$ cat src/rtl/global_defs.sv
// Shared types, timing constants and address-decode positions for the DRAM command scheduler.
// Latency: none, this file holds definitions only.
// Backpressure: none.
package global_defs;

  localparam int ADDRESS_WIDTH = 33;
  localparam int QUEUE_DEPTH   = 16;
  localparam int Q_COUNT_W     = $clog2(QUEUE_DEPTH + 1);

  // DRAM timing in core clock cycles
  localparam int tRCD   = 24;
  localparam int tCL    = 24;
  localparam int tCWL   = 20;
  localparam int tBURST = 4;
  localparam int tWR    = 20;
  localparam int tRAS   = 52;
  localparam int tRP    = 24;

  // Byte-address decode positions; bits below COLLO_LSB select bytes within a burst beat
  localparam int ROW_MSB   = 32;
  localparam int ROW_LSB   = 18;
  localparam int COLHI_MSB = 17;
  localparam int COLHI_LSB = 10;
  localparam int BANK_MSB  = 9;
  localparam int BANK_LSB  = 8;
  localparam int BG_MSB    = 7;
  localparam int BG_LSB    = 6;
  localparam int COLLO_MSB = 5;
  localparam int COLLO_LSB = 3;

  typedef enum logic [1:0] {READ, WRITE, IFETCH, NOP} parsed_op_t;
  typedef enum logic [2:0] {DESEL, ACT, RD, WR, PRE} dram_cmd_t;
  typedef enum logic [2:0] {
    IDLE, ACTIVATE, WAIT_RCD, COLUMN, WAIT_DATA, PRECHARGE, WAIT_RP
  } sched_states_t;

  typedef struct packed {
    parsed_op_t                 op;
    logic [ADDRESS_WIDTH-1:0]   addr;
  } req_t;

  typedef struct packed {
    logic [1:0]  bg;
    logic [1:0]  bank;
    logic [14:0] row;
    logic [10:0] col;
  } dram_fields_t;

  function automatic int imax(input int a, input int b);
    return (a > b) ? a : b;
  endfunction

  // Offset of PRE from ACT: row must stay open for tRAS and until the data burst (plus write recovery) is done
  localparam int RD_PRE_OFS = imax(tRAS, tRCD + tCL + tBURST);
  localparam int WR_PRE_OFS = imax(tRAS, tRCD + tCWL + tBURST + tWR);

  // A WAIT state exits on the cycle its counter reads 0, so a state of N cycles loads N-1.
  // Every wait spans the gap between two one-cycle command states, hence the extra -1.
  localparam int CNT_W = 7;
  localparam logic [CNT_W-1:0] LOAD_RCD   = CNT_W'(tRCD - 2);
  localparam logic [CNT_W-1:0] LOAD_RDATA = CNT_W'(RD_PRE_OFS - tRCD - 2);
  localparam logic [CNT_W-1:0] LOAD_WDATA = CNT_W'(WR_PRE_OFS - tRCD - 2);
  localparam logic [CNT_W-1:0] LOAD_RP    = CNT_W'(tRP - 2);

  // Split a byte address into DRAM coordinates; column is {col_hi, col_lo}
  function automatic dram_fields_t decode_addr(input logic [ADDRESS_WIDTH-1:COLLO_LSB] a);
    dram_fields_t f;
    f.row  = a[ROW_MSB:ROW_LSB];
    f.bank = a[BANK_MSB:BANK_LSB];
    f.bg   = a[BG_MSB:BG_LSB];
    f.col  = {a[COLHI_MSB:COLHI_LSB], a[COLLO_MSB:COLLO_LSB]};
    return f;
  endfunction

endpackage

$ cat src/rtl/req_fifo.sv
// In-order request queue with head-of-queue lookahead and simultaneous push/pop.
// Latency: a push is visible in count and at the head one cycle after the push edge.
// Backpressure: push while full is ignored unless a pop happens in the same cycle.
module req_fifo
  import global_defs::*;
#(
  parameter int  DEPTH = QUEUE_DEPTH,
  parameter type T     = req_t
) (
  input  logic                         clk,
  input  logic                         rst_n,
  input  logic                         i_push,
  input  T                             i_push_dat,
  input  logic                         i_pop,
  output T                             o_head_dat,
  output logic [$clog2(DEPTH+1)-1:0]   o_count,
  output logic                         o_full,
  output logic                         o_empty
);

  localparam int PTR_W = $clog2(DEPTH);
  localparam int CNT_W_F = $clog2(DEPTH + 1);

  T                    r_mem [DEPTH];
  logic [PTR_W-1:0]    r_wr_ptr;
  logic [PTR_W-1:0]    r_rd_ptr;
  logic [CNT_W_F-1:0]  r_count;
  logic                w_do_push;
  logic                w_do_pop;

  assign o_full     = (r_count == CNT_W_F'(DEPTH));
  assign o_empty    = (r_count == '0);
  assign o_count    = r_count;
  assign o_head_dat = r_mem[r_rd_ptr];
  assign w_do_pop   = i_pop && !o_empty;
  // A pop in the same cycle frees the slot the push needs
  assign w_do_push  = i_push && (!o_full || w_do_pop);

  function automatic logic [PTR_W-1:0] next_ptr(input logic [PTR_W-1:0] p);
    return (p == PTR_W'(DEPTH - 1)) ? '0 : p + 1'b1;
  endfunction

  // Storage write; contents need no reset since count gates every read
  always_ff @(posedge clk) begin
    if (w_do_push) begin
      r_mem[r_wr_ptr] <= i_push_dat;
    end
  end

  // Pointer and occupancy bookkeeping
  always_ff @(posedge clk) begin
    if (!rst_n) begin
      r_wr_ptr <= '0;
      r_rd_ptr <= '0;
      r_count  <= '0;
    end else begin
      if (w_do_push) r_wr_ptr <= next_ptr(r_wr_ptr);
      if (w_do_pop)  r_rd_ptr <= next_ptr(r_rd_ptr);
      case ({w_do_push, w_do_pop})
        2'b10:   r_count <= r_count + 1'b1;
        2'b01:   r_count <= r_count - 1'b1;
        default: r_count <= r_count;
      endcase
    end
  end

endmodule

$ cat src/rtl/dram_scheduler.sv
// Closed-page, in-order DRAM command scheduler: queues parsed requests and issues ACT/RD|WR/PRE per request.
// Latency: ACT one cycle after the request reaches an idle queue head; column at +tRCD, PRE at +52 (read) / +68 (write).
// Backpressure: none upstream; requests arriving at a full queue are dropped and flagged in sticky overflow.
module dram_scheduler
  import global_defs::*;
(
  input  logic                       clk,
  input  logic                       rst_n,
  input  logic                       op_ready_s,
  input  parsed_op_t                 opcode,
  input  logic [ADDRESS_WIDTH-1:0]   address,
  output logic                       cmd_valid,
  output dram_cmd_t                  cmd,
  output logic [1:0]                 cmd_bg,
  output logic [1:0]                 cmd_bank,
  output logic [14:0]                cmd_row,
  output logic [10:0]                cmd_col,
  output logic [Q_COUNT_W-1:0]       q_count,
  output logic                       q_full,
  output logic                       overflow,
  output sched_states_t              state
);

  logic                   r_op_ready_q;
  logic                   r_overflow;
  sched_states_t          r_state;
  logic                   r_cmd_valid;
  dram_cmd_t              r_cmd;
  dram_fields_t           r_fields;
  logic [CNT_W-1:0]       r_cnt;
  logic                   r_is_write;

  logic                   w_rise;
  logic                   w_push;
  logic                   w_pop;
  req_t                   w_push_dat;
  req_t                   w_head;
  logic [Q_COUNT_W-1:0]   w_count;
  logic                   w_full;
  logic                   w_empty;
  logic                   w_unused_lsbs;

  assign w_rise     = op_ready_s && !r_op_ready_q;
  assign w_push     = w_rise && (opcode != NOP);
  assign w_pop      = (r_state == IDLE) && !w_empty;
  assign w_push_dat = '{op: opcode, addr: address};
  // Byte-within-beat bits travel with the request but never reach the DRAM
  assign w_unused_lsbs = ^w_head.addr[COLLO_LSB-1:0];

  req_fifo #(
    .DEPTH (QUEUE_DEPTH),
    .T     (req_t)
  ) u_req_fifo (
    .clk        (clk),
    .rst_n      (rst_n),
    .i_push     (w_push),
    .i_push_dat (w_push_dat),
    .i_pop      (w_pop),
    .o_head_dat (w_head),
    .o_count    (w_count),
    .o_full     (w_full),
    .o_empty    (w_empty)
  );

  // Strobe history resets high so a strobe already asserted during reset is not seen as a new request
  always_ff @(posedge clk) begin
    if (!rst_n) r_op_ready_q <= 1'b1;
    else        r_op_ready_q <= op_ready_s;
  end

  // Sticky overflow: a push lost to a full queue with no pop to make room
  always_ff @(posedge clk) begin
    if (!rst_n)                            r_overflow <= 1'b0;
    else if (w_push && w_full && !w_pop)   r_overflow <= 1'b1;
  end

  // Scheduler FSM with registered command and address-field outputs
  always_ff @(posedge clk) begin
    if (!rst_n) begin
      r_state     <= IDLE;
      r_cmd_valid <= 1'b0;
      r_cmd       <= DESEL;
      r_fields    <= '0;
      r_cnt       <= '0;
      r_is_write  <= 1'b0;
    end else begin
      r_cmd_valid <= 1'b0;
      r_cmd       <= DESEL;
      case (r_state)
        IDLE: begin
          if (w_pop) begin
            r_state     <= ACTIVATE;
            r_cmd_valid <= 1'b1;
            r_cmd       <= ACT;
            r_fields    <= decode_addr(w_head.addr[ADDRESS_WIDTH-1:COLLO_LSB]);
            r_is_write  <= (w_head.op == WRITE);
          end
        end
        ACTIVATE: begin
          r_state <= WAIT_RCD;
          r_cnt   <= LOAD_RCD;
        end
        WAIT_RCD: begin
          if (r_cnt == '0) begin
            r_state     <= COLUMN;
            r_cmd_valid <= 1'b1;
            r_cmd       <= r_is_write ? WR : RD;
          end else begin
            r_cnt <= r_cnt - 1'b1;
          end
        end
        COLUMN: begin
          r_state <= WAIT_DATA;
          r_cnt   <= r_is_write ? LOAD_WDATA : LOAD_RDATA;
        end
        WAIT_DATA: begin
          if (r_cnt == '0) begin
            r_state     <= PRECHARGE;
            r_cmd_valid <= 1'b1;
            r_cmd       <= PRE;
          end else begin
            r_cnt <= r_cnt - 1'b1;
          end
        end
        PRECHARGE: begin
          r_state <= WAIT_RP;
          r_cnt   <= LOAD_RP;
        end
        WAIT_RP: begin
          if (r_cnt == '0) r_state <= IDLE;
          else             r_cnt   <= r_cnt - 1'b1;
        end
        default: r_state <= IDLE;
      endcase
    end
  end

  assign cmd_valid = r_cmd_valid;
  assign cmd       = r_cmd;
  assign cmd_bg    = r_fields.bg;
  assign cmd_bank  = r_fields.bank;
  assign cmd_row   = r_fields.row;
  assign cmd_col   = r_fields.col;
  assign q_count   = w_count;
  assign q_full    = w_full;
  assign overflow  = r_overflow;
  assign state     = r_state;

endmodule

$ cat config.mk
export PLATFORM = sky130hd
export DESIGN_NAME = dram_scheduler
export DESIGN_NICKNAME = d
export VERILOG_FILES = /design/src/rtl/global_defs.sv /design/src/rtl/req_fifo.sv /design/src/rtl/dram_scheduler.sv
export SDC_FILE = /design/constraint.sdc
export NUM_CORES = 1
export LEC_CHECK = 0
export ABC_AREA = 1
export BUFFER_PORTS_ARGS = -buffer_cell sky130_fd_sc_hd__buf_2
export CORE_MARGIN = 5
export CORE_UTILIZATION = 50
export DETAILED_ROUTE_END_ITERATION = 7
export HOLD_SLACK_MARGIN = 0.08
export PLACE_DENSITY_LB_ADDON = 0.15
export SLEW_MARGIN = 15
export SYNTH_ARGS = -nofsm -noshare
export SYNTH_HDL_FRONTEND = slang
export SYNTH_HIERARCHICAL = 1
export SYNTH_SLANG_ARGS = --single-unit
$ cat constraint.sdc
create_clock -name clk -period 4.75 [get_ports clk]
set_clock_uncertainty 0.2 [all_clocks]
set_input_delay 1.425 -clock clk [delete_from_list [all_inputs] [get_ports clk]]
set_output_delay 1.425 -clock clk [all_outputs]
set_load 0.1 [all_outputs]
==> metrics.txt <==
# TYPE chip_impl_metric gauge
chip_impl_metric{name="post-layout-total-power",unit="mW"} 13.40
chip_impl_metric{name="cts_sinks",unit=""} 576
chip_impl_metric{name="detail_route.iter0.violations",unit=""} 1103
chip_impl_metric{name="groute.layer.met3.usage",unit="%"} 3.648
chip_impl_metric{name="worstSetupPathDepth",unit=""} 11
chip_impl_metric{name="chipWidth",unit="µm"} 227.7
chip_impl_info{name="root_cell_of_the_clock_tree",value="sky130_fd_sc_hd__clkbuf_16"} 1
chip_impl_metric{name="critical_path_peak_fanout",unit=""} 33
chip_impl_metric{name="tritoncts.num_buffers",unit=""} 59
chip_impl_metric{name="vdd.ir_drop.worst",unit="V"} 0.0003511
chip_impl_metric{name="layout.area.seq",unit="µm²"} 16670
chip_impl_metric{name="die_span_y",unit="µm"} 227.7
chip_impl_metric{name="met1_usage",unit="%"} 29.11
chip_impl_metric{name="cts_hold_buffers",unit=""} 0
chip_impl_metric{name="final_min_period_over_clock_period",unit="%"} 80.24
chip_impl_info{name="busiest_layer",value="met2"} 1
chip_impl_metric{name="drt_pass1_iterations",unit=""} 5
chip_impl_metric{name="rrSetupSlack",unit="ns"} 0.94
chip_impl_info{name="outcome",value="completed"} 1
chip_impl_metric{name="report.final.setup_viol",unit=""} 0
chip_impl_metric{name="post_cts.repair.setup_buffers",unit=""} 0
chip_impl_info{name="rsz_0062_raised_after_global_routing",value="false"} 1
chip_impl_metric{name="fmax",unit="GHz"} 0.2624
chip_impl_metric{name="syn-mean-instance-area",unit="µm²"} 11.75
chip_impl_metric{name="ys.warnings.count",unit=""} 6
chip_impl_metric{name="drc_errors",unit=""} 0
chip_impl_metric{name="power_density",unit="nW/µm²"} 503.7
chip_impl_info{name="layout_common_cells",value="512 x sky130_fd_sc_hd__edfxtp_1, 284 x sky130_fd_sc_hd__inv_1, 273 x sky130_fd_sc_hd__nand2_1"} 1
chip_impl_metric{name="fillerInstances",unit=""} 3901
chip_impl_metric{name="gp_congestion",unit=""} 0.7955
chip_impl_metric{name="synth_area",unit="µm²"} 23690
chip_impl_metric{name="postLayoutSetupSlackWorst",unit="ns"} 0.9386
chip_impl_info{name="cp_slowest_cell",value="sky130_fd_sc_hd__nand3_4"} 1
chip_impl_metric{name="grt_util_met2",unit="%"} 32.21
chip_impl_metric{name="vias_per_cell",unit=""} 5.395
chip_impl_metric{name="dp_hpwl",unit="mm"} 29.65
chip_impl_metric{name="syn-num-nets",unit=""} 2065
chip_impl_metric{name="initial_utilization",unit="%"} 50.67
chip_impl_metric{name="globalRouteTotalUtil",unit="%"} 20.25
chip_impl_info{name="worstSetupPathType",value="reg -> reg"} 1
chip_impl_metric{name="grt_antenna_before_repair",unit=""} 0
chip_impl_metric{name="slowest_delay",unit="ns"} 0.46
chip_impl_metric{name="first_global_vias",unit=""} 14210
chip_impl_info{name="min_path_type",value="reg -> reg"} 1
chip_impl_info{name="layout_commonest_cell",value="sky130_fd_sc_hd__edfxtp_1"} 1
chip_impl_metric{name="hold_slack",unit="ns"} 0.2270
chip_impl_metric{name="proportion_of_layout_cells_with_a_drive_suffix_above_1",unit="%"} 12.12
chip_impl_metric{name="arrival",unit="ns"} 3.92
chip_impl_metric{name="clk_path_buf_depth",unit=""} 3
chip_impl_metric{name="crit_buf_inv",unit=""} 4
chip_impl_info{name="rr_endpoint",value="u_req_fifo/r_mem[12][31]"} 1
chip_impl_metric{name="areaGrowthSynthToFinish",unit="%"} 12.26
chip_impl_metric{name="nNetsFinal",unit=""} 2121
chip_impl_metric{name="route.detailed.wl_per_inst",unit="µm"} 19.29
chip_impl_info{name="cp-endpoint",value="u_req_fifo/r_mem[12][31]"} 1
chip_impl_metric{name="final_design_instance_area_without_fill",unit="µm²"} 26590
chip_impl_metric{name="dr_total_vias",unit=""} 14720
chip_impl_metric{name="core_area",unit="µm²"} 46750
chip_impl_metric{name="place.port_buffers",unit=""} 78
chip_impl_metric{name="mapped_cells",unit=""} 2016
chip_impl_metric{name="wp_data_required",unit="ns"} 4.86
chip_impl_info{name="timing.critical_path.to_type",value="flip-flop"} 1
chip_impl_metric{name="clock_latency",unit="ns"} 0.62
chip_impl_metric{name="number_of_h_tree_levels",unit=""} 2
chip_impl_info{name="critical_path.startpoint_type",value="flip-flop"} 1
chip_impl_info{name="cp_top_family",value="simple AND/OR/NAND/NOR gates"} 1
chip_impl_metric{name="ctsResizeCount",unit=""} 0
chip_impl_metric{name="die-area",unit="µm²"} 51830
chip_impl_metric{name="std_cell_rows",unit=""} 79
chip_impl_metric{name="max-slew-margin-rel",unit="%"} 20.52
chip_impl_metric{name="multiInputGateArea",unit="µm²"} 5338
chip_impl_metric{name="instance_area_at_placement",unit="µm²"} 24710
chip_impl_metric{name="post-route-min-period",unit="ns"} 3.811
chip_impl_metric{name="leakage",unit="nW"} 9.695
chip_impl_info{name="clock_tree_from_tritoncts",value="yes"} 1
chip_impl_metric{name="grt_max_degree",unit=""} 133
chip_impl_metric{name="dp_worst_setup_slack",unit="ns"} 0.5885
chip_impl_metric{name="antenna_left",unit=""} 0
chip_impl_metric{name="slew_viol_final",unit=""} 0
chip_impl_metric{name="timing.reg2reg.worst_path_depth",unit=""} 11
chip_impl_info{name="critical_path.cell_chain",value="nor2_2 > nand3_2 > inv_1 > inv_1 > nand3_4 > inv_4 > nor2_1 > nor2_2 > nand2_1 > nor2_4 > buf_12"} 1
chip_impl_metric{name="grt_pass1_wl",unit="mm"} 81.11
chip_impl_metric{name="hold_violations",unit=""} 0
chip_impl_info{name="crit-reg2reg-launch",value="u_req_fifo/o_count[0]"} 1
chip_impl_info{name="worst_setup_path_startpoint",value="u_req_fifo/o_count[0]"} 1
chip_impl_metric{name="worst-slew-pin-transition",unit="ns"} 1.190
chip_impl_metric{name="overflow",unit=""} 0
chip_impl_metric{name="io-pin-count",unit=""} 82
chip_impl_metric{name="clkTransAtPathRegs",unit="ns"} 0.06
chip_impl_metric{name="finalWirelength",unit="mm"} 52.65
chip_impl_metric{name="cap_violations",unit=""} 0
chip_impl_metric{name="fin_tns_setup",unit="ns"} 0
-- worst min-delay path by stage --
stage / startpoint / endpoint / slack [ns] / cells after the start
floorplan: r_cnt[0] / r_cnt[0] / 0.20 / 1
global placement: r_cnt[0] / r_cnt[0] / 0.21 / 1
detailed placement: r_cnt[0] / r_cnt[0] / 0.22 / 1
CTS: r_cnt[0] / r_cnt[0] / 0.23 / 1
global route: overflow / overflow / 0.26 / 2
finish: r_cnt[0] / r_cnt[0] / 0.23 / 1
-- area by class of cell --
class | count | share of cell area, %
Timing Repair Buffer | 122 | 3.134
Tap cell | 607 | 2.856
Antenna cell | 1 | 0.009410
Multi-Input combinational cell | 1019 | 20.07
Clock buffer | 66 | 5.651
Clock inverter | 44 | 1.430
Inverter | 294 | 4.178
Sequential cell | 576 | 62.67
-- report_power, final --
part	switching (mW)	internal [mW]
clock	1.93	2.56
combinational	2.22	0.814
sequential	0.217	5.66
total	4.37	9.03
-- metrics by stage --
step / utilization, % / std cells
final: 56.88 / 2729
after global routing: 56.87 / 2728
after CTS: 56.87 / 2728
after detailed placement: 52.85 / 2618
after global placement: 52.85 / 2618
after floorplan: - / 2016
-- worst register-to-register path: cells and delay by family, from the launching register on --
| family | cells | cell delay [ns] |
|---|---|---|
| buffers and inverters | 4 | 0.88 |
| DFF | 1 | 0.45 |
| and+or+nand+nor | 7 | 1.96 |
-- layer usage --
metal / vias to the layer above / wire (µm)
met5: - / 0
met4: 0 / 1224
met3: 92 / 3129
met2: 362 / 24550
met1: 7118 / 23750
li1: 7152 / -
-- registers in the layout, summed over array words and instances, names as in the netlist, named ones only --
signal               flops
u_req_fifo/r_mem       512
cmd_row                 15
cmd_col                 11
r_cnt                    7
u_req_fifo/o_count       5
u_req_fifo/r_rd_ptr      4
u_req_fifo/r_wr_ptr      4
cmd                      3
state                    3
cmd_bank                 2
cmd_bg                   2
cmd_valid                1
overflow                 1
r_is_write               1
r_op_ready_q             1
(Power assumes the default switching activity.)
